<file path="src/rtl/ex_stage_pipe.sv">
// Execute stage: forwarding operand mux, ALU, iterative multiplier,
// and the EX/MEM pipeline register.
module ex_stage_pipe #(
  parameter int DATA_W = 32,
  parameter int REG_W  = 32
) (
  input  logic              clk,
  input  logic              reset_n,
  input  logic              in_valid,
  input  logic [DATA_W-1:0] rs1_val,
  input  logic [DATA_W-1:0] rs2_val,
  input  logic [DATA_W-1:0] imm,
  input  logic              use_imm,
  input  logic [2:0]        alu_op,
  input  logic [REG_W-1:0]  rd_in,
  input  logic              reg_write_in,
  input  logic [1:0]        ForwardA,
  input  logic [1:0]        ForwardB,
  input  logic [DATA_W-1:0] wb_data_W,
  input  logic              stall_in,
  input  logic              flush,
  output logic              busy,
  output logic              out_valid,
  output logic [DATA_W-1:0] result_M,
  output logic [DATA_W-1:0] store_data_M,
  output logic [REG_W-1:0]  rd_M,
  output logic              regWrite_M
);

  localparam int CW = (DATA_W > 1) ? $clog2(DATA_W) : 1;
  localparam logic [CW-1:0] LAST = CW'(DATA_W - 1);

  typedef enum logic {
    S_IDLE,
    S_MUL
  } state_t;

  state_t            r_state;
  logic [CW-1:0]     r_cnt;
  logic [DATA_W-1:0] r_mcand;
  logic [DATA_W-1:0] r_mplier;
  logic [DATA_W-1:0] r_acc;
  logic              r_valid;
  logic [DATA_W-1:0] r_result;
  logic [DATA_W-1:0] r_store;
  logic [REG_W-1:0]  r_rd;
  logic              r_regw;

  logic [DATA_W-1:0] w_opa;
  logic [DATA_W-1:0] w_opb;
  logic [DATA_W-1:0] w_alu_b;
  logic [DATA_W-1:0] w_alu;
  logic [DATA_W-1:0] w_mul_step;
  logic              w_is_mul;
  logic              w_mul_last;

  assign w_is_mul   = (alu_op == 3'b111);
  assign w_mul_last = (r_cnt == LAST);
  assign w_alu_b    = use_imm ? imm : w_opb;
  assign w_mul_step = r_mplier[0] ? r_acc + r_mcand : r_acc;

  // Operand select: MEM result, write-back data, or register file.
  always_comb begin
    w_opa = rs1_val;
    w_opb = rs2_val;
    unique case (ForwardA)
      2'b10:   w_opa = r_result;
      2'b01:   w_opa = wb_data_W;
      default: w_opa = rs1_val;
    endcase
    unique case (ForwardB)
      2'b10:   w_opb = r_result;
      2'b01:   w_opb = wb_data_W;
      default: w_opb = rs2_val;
    endcase
  end

  // Single-cycle ALU; multiply goes through the iterative path.
  always_comb begin
    w_alu = '0;
    unique case (alu_op)
      3'b000:  w_alu = w_opa + w_alu_b;
      3'b001:  w_alu = w_opa - w_alu_b;
      3'b010:  w_alu = w_opa & w_alu_b;
      3'b011:  w_alu = w_opa | w_alu_b;
      3'b100:  w_alu = w_opa ^ w_alu_b;
      3'b101:  w_alu = {{(DATA_W-1){1'b0}},
                        ($signed(w_opa) < $signed(w_alu_b))};
      3'b110:  w_alu = w_opa << w_alu_b[4:0];
      default: w_alu = '0;
    endcase
  end

  assign busy = stall_in
              | ((r_state == S_IDLE) & in_valid & w_is_mul)
              | ((r_state == S_MUL) & ~w_mul_last);

  // EX/MEM register and multiply sequencer.
  always_ff @(posedge clk or negedge reset_n) begin
    if (!reset_n) begin
      r_state  <= S_IDLE;
      r_cnt    <= '0;
      r_mcand  <= '0;
      r_mplier <= '0;
      r_acc    <= '0;
      r_valid  <= 1'b0;
      r_result <= '0;
      r_store  <= '0;
      r_rd     <= '0;
      r_regw   <= 1'b0;
    end else if (flush) begin
      r_state <= S_IDLE;
      r_cnt   <= '0;
      r_valid <= 1'b0;
      r_rd    <= '0;
      r_regw  <= 1'b0;
    end else if (!stall_in) begin
      unique case (r_state)
        S_IDLE: begin
          if (in_valid && w_is_mul) begin
            r_mcand  <= w_opa;
            r_mplier <= w_alu_b;
            r_acc    <= '0;
            r_cnt    <= '0;
            r_state  <= S_MUL;
            r_store  <= w_opb;
            r_valid  <= 1'b0;
            r_rd     <= '0;
            r_regw   <= 1'b0;
          end else if (in_valid) begin
            r_result <= w_alu;
            r_store  <= w_opb;
            r_rd     <= rd_in;
            r_regw   <= reg_write_in;
            r_valid  <= 1'b1;
          end else begin
            r_valid <= 1'b0;
            r_rd    <= '0;
            r_regw  <= 1'b0;
          end
        end
        S_MUL: begin
          r_acc    <= w_mul_step;
          r_mcand  <= r_mcand << 1;
          r_mplier <= r_mplier >> 1;
          r_cnt    <= r_cnt + 1'b1;
          if (w_mul_last) begin
            r_result <= w_mul_step;
            r_rd     <= rd_in;
            r_regw   <= reg_write_in;
            r_valid  <= 1'b1;
            r_cnt    <= '0;
            r_state  <= S_IDLE;
          end
        end
        default: r_state <= S_IDLE;
      endcase
    end
  end

  assign out_valid    = r_valid;
  assign result_M     = r_result;
  assign store_data_M = r_store;
  assign rd_M         = r_rd;
  assign regWrite_M   = r_regw;

endmodule

</file>
<file path="config.mk">
export PLATFORM = sky130hd
export DESIGN_NAME = ex_stage_pipe
export DESIGN_NICKNAME = d
export VERILOG_FILES = /design/src/rtl/ex_stage_pipe.sv
export SDC_FILE = /design/constraint.sdc
export NUM_CORES = 1
export LEC_CHECK = 0
export BUFFER_PORTS_ARGS = -buffer_cell sky130_fd_sc_hd__buf_2
export CORE_MARGIN = 3
export CORE_UTILIZATION = 40
export CTS_BUF_LIST = sky130_fd_sc_hd__clkbuf_8
export DETAILED_ROUTE_END_ITERATION = 6
export PLACE_DENSITY = 0.63
export SLEW_MARGIN = 20
export SYNTH_ARGS = -nofsm -noshare
export SYNTH_HDL_FRONTEND = slang
export SYNTH_SLANG_ARGS = --single-unit
</file>
<file path="constraint.sdc">
create_clock -name clk -period 4.8 [get_ports clk]
set_clock_uncertainty 0.05 [all_clocks]
set_input_delay 0.24 -clock clk [delete_from_list [all_inputs] [get_ports clk]]
set_output_delay 0.24 -clock clk [all_outputs]
set_load 0.005 [all_outputs]
</file>
==> results.json, run 1 <==
{
  "synthesis.area_per_instance_um2": 7.80,
  "maximum_net_fanout_on_the_critical_path": 8,
  "holdPathEnd": "store_data_M[13]",
  "total_leakage_power_uw": 0.0117,
  "fin_crit_ns": 4.52,
  "grt_antenna_before_repair": 3,
  "htree_levels": 4,
  "grt_setup_unrepaired": "no",
  "drcViolationCount": 0,
  "yosys_most_used_dff": "dfrtp_1",
  "yosys.area_share.simple_pct": 16.4,
  "worst_path_arrival_ns": 4.96,
  "port-buffer-count": 272,
  "cts_setup_buffers": 0,
  "synthMostInstantiatedCell": "nand2_1",
  "boundaryPins": 273,
  "grt_use_total_pct": 37.2,
  "core_rows": 78,
  "placeableCoreArea_um2": 45500,
  "numClockSinks": 200,
  "run_status": "finished, final reports clean",
  "synth_enable_flop_cells": 0,
  "worst_r2r_endpoint": "result_M[22]",
  "cts_tree": "built",
  "report.final.setup_viol": 0,
  "synthMuxAreaShare_pct": 6.79,
  "timing.critical_path.to_type": "flop",
  "wl_per_cell_um": 26.5,
  "seq_area_frac_synth_pct": 27.1,
  "global_route_wire_length_before_repair_mm": 137,
  "syn-num-nets": 2698,
  "largest_family_of_logic_cells_by_synthesized_area": "compound AO/OA/AOI/OAI gates",
  "die_height_um": 221,
  "hold_path_class": "primary input to flop",
  "synthesis.instances": 2370,
  "timing.final.ws_setup_ns": 0.280,
  "cts-buffers-inserted": 17,
  "die_area_um2": 48800,
  "cts.root.buffer_cell": "clkbuf_8",
  "die_width_um": 221,
  "postSynthRegisterBits": 200,
  "pwr_density_cell_nw_per_um2": 328,
  "finalCoreUtilization_pct": 52.4,
  "cpMostUsedCell": "buf_4",
  "worst-r2r-setup-slack_ns": 0.29,
  "share_of_synthesized_cell_area_in_full_adder_half_adder_and_majority_cells_pct": 10.5,
  "worstMarginPinSlew_ns": 1.00,
  "via_per_inst": 6.07,
  "worstHoldStart": "rs2_val[13]",
  "ys_types": 89,
  "timing.reg2reg.worst_path_depth": 20,
  "place.gp.congestion": 1.02,
  "worst_ir_drop_vdd_uv": 222,
  "drt_wl_total_mm": 93.8,
  "clkSlewWorstSetupHoldPaths_ns": 0.12,
  "leading_post_synthesis_cells_by_cell_area": "dfrtp_1 (27%), ha_1 (10%), o21ai_0 (7.6%), nand2_1 (6.5%), mux2i_1 (5.1%)",
  "finalMaxSlewViolations": 0,
  "fin_nets": 3249,
  "max-clock-path-buffers": 2,
  "drt_first_pass_iters": 5,
  "setup_total_negative_slack_ns": 0,
  "netlist.area_leader.share_pct": 27.1,
  "worstSkewPairLatency_ns": 0.60,
  "post_synth_xor_area_fraction_pct": 2.18,
  "grt_overflow_total": 0,
  "synth_commonest_cells": "nand2_1 (318), o21ai_0 (279), dfrtp_1 (200)",
  "crit_required_ns": 5.24,
  "syn_area_um2": 18500,
  "max_stage_delay_ns": 0.50,
  "layout-area-overhead-vs-synth_pct": 28.8,
  "preCtsSetupSlack_ns": -0.287,
  "netlist.top_cell.by_area": "dfrtp_1",
  "drive_above_1_share_pct": 25.4,
  "maxClockFrequency_mhz": 221,
  "maxCapViolCount": 0,
  "pin_count_of_the_biggest_net_entering_global_routing": 101,
  "postSynth.asyncResetShare_pct": 100,
  "share_of_the_synthesized_area_in_compound_gates_ao_oa_aoi_oai_pct": 30.8,
  "count_of_warnings_emitted_by_yosys": 0,
  "dr_total_vias": 21500,
  "worst-setup-path-type": "primary input to flop",
  "grt_pass1_vias": 20600,
  "post-route-period-util_pct": 94.2,
  "critPathSlowestCell": "o311ai_2",
  "reg2reg_from": "result_M[0]",
  "initialDrtViolationCount": 2333,
  "worst_hold_slack_ns": 0.0418,
  "number_of_stages_on_the_worst_hold_path": 3,
  "start_util_pct": 40.7,
  "final_hold_viol_count": 0,
  "final_antenna_net_count": 0,
  "crit_path_cell_trace": "buf_2 > inv_1 > ha_1 > inv_1 > buf_4 > buf_4 > o21ai_0 > o21a_1 > buf_4 > inv_1 > ha_1 > o311ai_2 > nand3_1 > a31oi_1 > buf_4 > o21ai_0 > a21oi_1 > o221ai_1 > a221oi_1 > buf_4 > o211ai_1 > o21a_1",
  "dp_hpwl_mm": 75.3,
  "max_slew_margin_pct": 33.1,
  "cp-start-kind": "primary input"
}
[routing by layer]
| metal | routed length, um | GRT usage [%] | vias to the layer above | share of wire [%] |
|---|---|---|---|---|
| met5 | 30 | 0 | - | 0.032 |
| met3 | 7310 | 5.96 | 209 | 7.8 |
| met2 | 42000 | 58.8 | 1087 | 45 |
| met1 | 39400 | 49.8 | 10400 | 42 |
| li1 | - | - | 9731 | - |
| met4 | 5110 | 18.0 | 4 | 5.4 |
[critical path: cells and delay by family]
family / cells / cell delay (ns)
AOI/OAI and AO/OA: 10 / 2.57
adders and majority gates: 2 / 0.69
buffers and inverters: 9 / 1.18
and+or+nand+nor: 1 / 0.27
[worst max-delay path by stage]
stage | cells after the start | slack, ns | startpoint | end
2_1_floorplan | 21 | 0.35 | ForwardB[0] | result_M[16]
3_5_place_dp | 24 | -0.29 | ForwardB[0] | result_M[29]
4_1_cts | 24 | 0.32 | ForwardB[0] | result_M[29]
6_report | 22 | 0.28 | ForwardB[0] | result_M[22]
3_3_place_gp | 21 | -0.31 | ForwardB[0] | result_M[15]
5_1_grt | 24 | 0.02 | ForwardB[0] | result_M[29]
[cells by family (layout without fill, tap and decap cells)]
kind of cell    after synthesis  count (layout)
mux                         119             119
fa+ha+maj                   154             154
other cells                   0               1
compound gates              872             872
xor+xnor                     46              46
buf+inv                     285             849
simple gates                694             694
flops                       200             200
[where the power goes]
part	internal [uW]	total, uW	leakage, uW	switching (uW)
clock	381	1160	0.000194	780
sequential	2000	2340	0.00260	340
combinational	1800	4310	0.00891	2500
[repair_timing]
action                                  CTS  global route
gates resized for setup                   0             1
hold endpoints to repair                140             0
hold buffers                             50             0
endpoints found under the setup margin    0             1
[registers in the layout (all words and copies together), names as in the netlist]
register and count:
out_valid 1, r_acc 32, r_cnt 5, r_mcand 32
r_mplier 32, r_state 1, rd_M 32, regWrite_M 1
result_M 32, store_data_M 32
[cell usage in the layout (no fill, tap or decap), drive strengths merged, types with 9 or more instances in the layout]
cell type / instances
a2111oi: 12
a211o: 10
a211oi: 31
a21o: 27
a21oi: 164
a221o: 55
a221oi: 13
a22o: 36
a22oi: 28
a31oi: 27
and2: 11
and3: 9
buf: 657
clkbuf: 18
dfrtp: 200
dlygate4sd3: 50
ha: 151
inv: 117
mux2: 22
mux2i: 94
nand2: 318
nand2b: 26
nand3: 23
nor2: 198
nor2b: 25
nor3: 30
nor4: 10
o211ai: 26
o21a: 13
o21ai: 299
o21bai: 15
o221ai: 19
o22ai: 25
o31ai: 19
or3: 11
xnor2: 33
xor2: 13
[metrics by stage]
stage	area, um2	instances	power [uW]
after CTS	23800	3534	7730
final	23800	3535	7810
after global routing	23800	3534	8220
after floorplan	18500	2370	4440
after detailed placement	22900	3452	6520
after global placement	22900	3452	6490
[final cells by class]
| type | instances | area [um2] |
|---|---|---|
| Antenna cell | 1 | 2.50 |
| Clock inverter | 15 | 140 |
| Fill cell | 4482 | 21700 |
| Clock buffer | 17 | 234 |
| Tap cell | 600 | 751 |
| Sequential cell | 200 | 5010 |
| Timing Repair Buffer | 708 | 4890 |
| Multi-Input combinational cell | 1885 | 12400 |
| Inverter | 109 | 409 |
Note: power is estimated with default switching activity, not from simulation.
==> run 2, diff against run 1 <==
Settings changed: CTS_CLUSTER_DIAMETER set to 80, GPL_TIMING_DRIVEN set to 0.
Clock period 4.8 ns to 4.61 ns, I/O delays scaled along.
==> results.json, run 2 (synthesis results as in run 1) <==
{
  "run_status": "finished, violations left",
  "failed_checks": "hold timing, setup timing",
  "grt_overflow_total": 0,
  "wl_per_cell_um": 30.2,
  "hold_path_class": "primary input to flop",
  "placeableCoreArea_um2": 45500,
  "post-route-period-util_pct": 100,
  "timing.reg2reg.worst_path_depth": 15,
  "layout-area-overhead-vs-synth_pct": 23.4,
  "dp_hpwl_mm": 80.7,
  "global_route_wire_length_before_repair_mm": 144,
  "max_stage_delay_ns": 0.82,
  "die_area_um2": 48800,
  "final_common_cell": "nand2_1",
  "maxClockFrequency_mhz": 216,
  "cts-buffers-inserted": 17,
  "report.power.total_uw": 8050,
  "worst_hold_slack_ns": -0.0123,
  "crit_buf_inv": 2,
  "fin_crit_ns": 4.62,
  "grt_pass1_vias": 20400,
  "start_util_pct": 40.7,
  "worst_path_arrival_ns": 5.09,
  "preCtsSetupSlack_ns": -2.35,
  "die_height_um": 221,
  "dr_total_vias": 21800,
  "timing.critical_path.depth": 15,
  "crit_required_ns": 5.08,
  "htree_levels": 4,
  "core_rows": 78,
  "worstSkewPairLatency_ns": 0.63,
  "worstMarginPinSlew_ns": 1.20,
  "maxCapViolCount": 0,
  "clkSlewWorstSetupHoldPaths_ns": 0.13,
  "numClockSinks": 200,
  "max-clock-path-buffers": 2,
  "worst_ir_drop_vdd_uv": 220,
  "cpMostUsedCell": "buf_4",
  "drcViolationCount": 0,
  "final_antenna_net_count": 0,
  "initialDrtViolationCount": 2666,
  "postLayoutCellArea_um2": 22800,
  "grt_use_total_pct": 40.0,
  "pin_count_of_the_biggest_net_entering_global_routing": 94,
  "highest_count_cells_in_the_layout_ignoring_fill_and_taps": "nand2_1 (316), buf_2 (289), o21ai_0 (228)",
  "final_hold_viol_count": 4,
  "crit_path_cell_trace": "a22oi_1 > o21ai_1 > ha_1 > buf_4 > nor2_1 > a211oi_4 > o211ai_1 > buf_4 > a21oi_2 > o41a_1 > a211o_1 > and2_0 > o32ai_4 > a41oi_2 > o22a_1",
  "fin_nets": 3081,
  "via_per_inst": 6.45,
  "total_leakage_power_uw": 0.0106,
  "cts.root.buffer_cell": "clkbuf_8",
  "maximum_net_fanout_on_the_critical_path": 9,
  "placed_inst_area_um2": 20700,
  "worst-r2r-setup-slack_ns": -0.009,
  "drt_first_pass_iters": 6,
  "drt_wl_total_mm": 102,
  "drive_above_1_share_pct": 20.0,
  "timing.final.ws_setup_ns": -0.00944,
  "pwr_density_cell_nw_per_um2": 353,
  "critPathSlowestCell": "o21ai_1",
  "finalMaxSlewViolations": 0,
  "die_width_um": 221,
  "report.final.setup_viol": 1,
  "grt_antenna_before_repair": 11,
  "cp-start-kind": "flop",
  "max_slew_margin_pct": 20.3,
  "boundaryPins": 273,
  "number_of_stages_on_the_worst_hold_path": 3,
  "port-buffer-count": 269,
  "setup_total_negative_slack_ns": -0.00944,
  "place.gp.congestion": 1.06,
  "timing.critical_path.to_type": "flop",
  "worst_path_dominant_cell_family": "compound AO/OA/AOI/OAI gates",
  "cts_tree": "built",
  "worst-setup-path-type": "flop to flop"
}
-- run 2: cell count changes in the layout (fill, tap and decap cells not counted), sizes merged --
cell / delta
dlygate4sd3: +5
clkinvlp: +1
diode: +6
buf: -291
inv: -6
clkbuf: +118
bufinv: +3
clkinv: +2
-- run 2: power breakdown --
group	internal (uW)	total, uW	switching (uW)
clock	557	1370	814
combinational	1500	4220	2720
sequential	2080	2460	375
total	4140	8050	3900
-- run 2: layout make-up --
class / instances / area (um2)
diodes: 7 / 17.5
plain buffers: 166 / 793
clock buffers: 17 / 234
clock inverters: 15 / 210
fillers: 4533 / 22700
inverters: 109 / 413
multi-input cells: 1885 / 13000
flip-flops and latches: 200 / 5010
well taps: 600 / 751
repair buffers: 374 / 2370
-- run 2: worst paths after layout --
path	from	to
max	result_M[2]	result_M[29]
min	rs2_val[25]	store_data_M[25]
max reg2reg	result_M[2]	result_M[29]
min reg2reg	store_data_M[16]	store_data_M[16]
max in group asynchronous	reset_n	r_mplier[9]
min in group asynchronous	reset_n	rd_M[6]
-- run 2: worst register-to-register path, stage by stage (launching register included) --
cell	delay, ns
dfrtp_2	0.50
a22oi_1	0.10
o21ai_1	0.82
ha_1	0.40
buf_4	0.17
nor2_1	0.23
a211oi_4	0.08
o211ai_1	0.17
buf_4	0.16
a21oi_2	0.10
o41a_1	0.48
a211o_1	0.32
and2_0	0.20
o32ai_4	0.31
a41oi_2	0.25
o22a_1	0.21
-- run 2: metrics by stage --
step	utilization, %	hold slack, ns	std cells
finish	50.2	-0.0123	3373
global route	50.2	0.00334	3369
CTS	48.9	0.00296	3348
detailed placement	45.6	0.0543	3245
global placement	45.3	0.398	3239
floorplan	-	-0.115	2370
-- run 2: per-layer routing --
| layer | vias up | share of wire, % | wire [um] | global-route usage [%] |
|---|---|---|---|---|
| met5 | - | 0 | 0 | 0 |
| li1 | 9409 | - | - | - |
| met2 | 1381 | 44 | 44600 | 61.0 |
| met4 | 0 | 6.6 | 6780 | 23.9 |
| met1 | 10700 | 40 | 40700 | 51.9 |
| met3 | 294 | 9.7 | 9920 | 9.25 |
-- run 2: repair_timing --
| item | in CTS | in global routing |
|---|---|---|
| gates cloned | 0 | 1 |
| pin swaps | 18 | 22 |
| buffers inserted | 19 | 23 |
| hold buffers | 56 | 0 |
| gates resized for setup | 125 | 103 |
| hold endpoints to repair | 161 | 0 |
| endpoints found under the setup margin | 29 | 23 |
==> run 3, diff against run 2 <==
Settings changed: PLACE_DENSITY 0.63 to not set, SETUP_SLACK_MARGIN set to 0.5.
==> results.json, run 3 (synthesis results as in run 1) <==
{
  "die_width_um": 221,
  "worst_ir_drop_vdd_uv": 165,
  "timing.critical_path.to_type": "flop",
  "report.final.setup_viol": 0,
  "dr_total_vias": 22500,
  "max-clock-path-buffers": 2,
  "fin_crit_ns": 4.23,
  "grt_antenna_before_repair": 5,
  "drive_above_1_share_pct": 26.8,
  "worstMarginPinSlew_ns": 1.20,
  "port-buffer-count": 269,
  "final_antenna_net_count": 0,
  "failed_checks": "hold timing",
  "worst_hold_slack_ns": -0.00146,
  "cts_tree": "built",
  "dp_hpwl_mm": 77.5,
  "htree_levels": 4,
  "placeableCoreArea_um2": 45500,
  "die_area_um2": 48800,
  "worstSkewPairLatency_ns": 0.56,
  "layout.cells.non_filler": 3467,
  "hold_path_class": "primary input to flop",
  "die_height_um": 221,
  "run_status": "finished, violations left",
  "numClockSinks": 200,
  "cts.root.buffer_cell": "clkbuf_8",
  "pwr_density_cell_nw_per_um2": 348,
  "worst-r2r-setup-slack_ns": 0.38,
  "core_rows": 78,
  "via_per_inst": 6.48,
  "grt_use_total_pct": 39.9,
  "maxClockFrequency_mhz": 237,
  "grt_setup_unrepaired": "yes",
  "place_inst": 3245,
  "place.gp.congestion": 1.07,
  "final_hold_viol_count": 1,
  "drcViolationCount": 0,
  "drt_wl_total_mm": 103,
  "post-route-period-util_pct": 91.7,
  "wl_per_cell_um": 29.6,
  "boundaryPins": 273,
  "pin_count_of_the_biggest_net_entering_global_routing": 83,
  "maximum_net_fanout_on_the_critical_path": 6,
  "report.power.total_uw": 8520,
  "grt_overflow_total": 0,
  "final_common_cell": "nand2_1",
  "cp-start-kind": "flop",
  "fin_nets": 3178,
  "start_util_pct": 40.7,
  "maxCapViolCount": 0,
  "clkSlewWorstSetupHoldPaths_ns": 0.13,
  "setup_total_negative_slack_ns": 0,
  "max_slew_margin_pct": 19.4,
  "placed_inst_area_um2": 20800,
  "layout-area-overhead-vs-synth_pct": 32.5,
  "initialDrtViolationCount": 2971,
  "postLayoutCellArea_um2": 24500,
  "global_route_wire_length_before_repair_mm": 145,
  "total_leakage_power_uw": 0.0113,
  "finalMaxSlewViolations": 0,
  "drt_first_pass_iters": 6,
  "worst-setup-path-type": "flop to flop",
  "crit_required_ns": 5.02,
  "worst_path_arrival_ns": 4.63,
  "cts-buffers-inserted": 17,
  "grt_pass1_vias": 21400,
  "highest_count_cells_in_the_layout_ignoring_fill_and_taps": "nand2_1 (315), buf_2 (280), o21ai_0 (205)"
}
-- run 3: changes by cell type in the layout (fill, tap and decap cells not counted), moves of 12 or more --
cell and change:
o21ai_0 -23, buf_4 +87, inv_1 -12, buf_6 +12, clkbuf_1 -16, o21ai_4 +17
-- run 3: per-stage QoR --
| step | worst slack [ns] | util, % |
|---|---|---|
| final | 0.384 | 53.9 |
| after floorplan | 0.465 | - |
| after detailed placement | -2.02 | 45.7 |
| after global placement | -2.26 | 45.4 |
| after CTS | 0.486 | 52.6 |
| after global routing | 0.332 | 53.9 |
-- run 3: critical path, stage by stage, from the launching register on --
cell      delay, ns
dfrtp_2        0.49
buf_4          0.18
a221o_1        0.37
o21ai_4        0.15
inv_2          0.07
ha_1           0.30
clkbuf_8       0.17
o21ai_2        0.14
nor2_2         0.07
nor3_2         0.24
a21oi_4        0.11
o41a_1         0.47
a211o_1        0.35
and2_4         0.19
o32ai_4        0.32
a41oi_2        0.23
o22a_1         0.21
-- run 3: cell type report --
type / count / area, um2
Buffer: 176 / 1160
Clock buffer: 18 / 248
Timing Repair Buffer: 461 / 3020
Sequential cell: 200 / 5020
Fill cell: 4352 / 21000
Inverter: 109 / 429
Tap cell: 600 / 751
Antenna cell: 4 / 10.0
Clock inverter: 14 / 176
Multi-Input combinational cell: 1885 / 13700
-- run 3: report_power, final --
group	leakage [uW]	internal [uW]	switching, uW	total [uW]
Sequential	0.00259	2090	344	2430
Clock	0.000211	519	777	1300
Combinational	0.00854	1830	2970	4800
Total	0.0113	4430	4090	8520
-- run 3: routing by layer --
layer / global-route usage [%] / wire, um / up-vias
met5: 0 / 0 / -
met4: 25.8 / 7850 / 0
met3: 10.9 / 11600 / 342
met2: 59.0 / 43400 / 1525
met1: 51.3 / 39800 / 11000
li1: - / - / 9614
-- run 3: worst paths after layout --
check / startpoint / endpoint / cells after the start
worst max-delay path: result_M[9] / result_M[29] / 16
worst max register to register: result_M[9] / result_M[29] / 16
worst min register to register: r_cnt[3] / r_cnt[3] / 1
worst min-delay path: rs2_val[14] / store_data_M[14] / 3
min in group asynchronous: reset_n / rd_M[29] / 2
max in group asynchronous: reset_n / result_M[4] / 4
-- run 3: repair_timing --
action	CTS	global route
gates resized for setup	350	128
cloned	1	1
setup endpoints to repair	31	24
pin swaps	88	76
hold endpoints to repair	175	0
buffers inserted	109	24
hold buffers	51	0
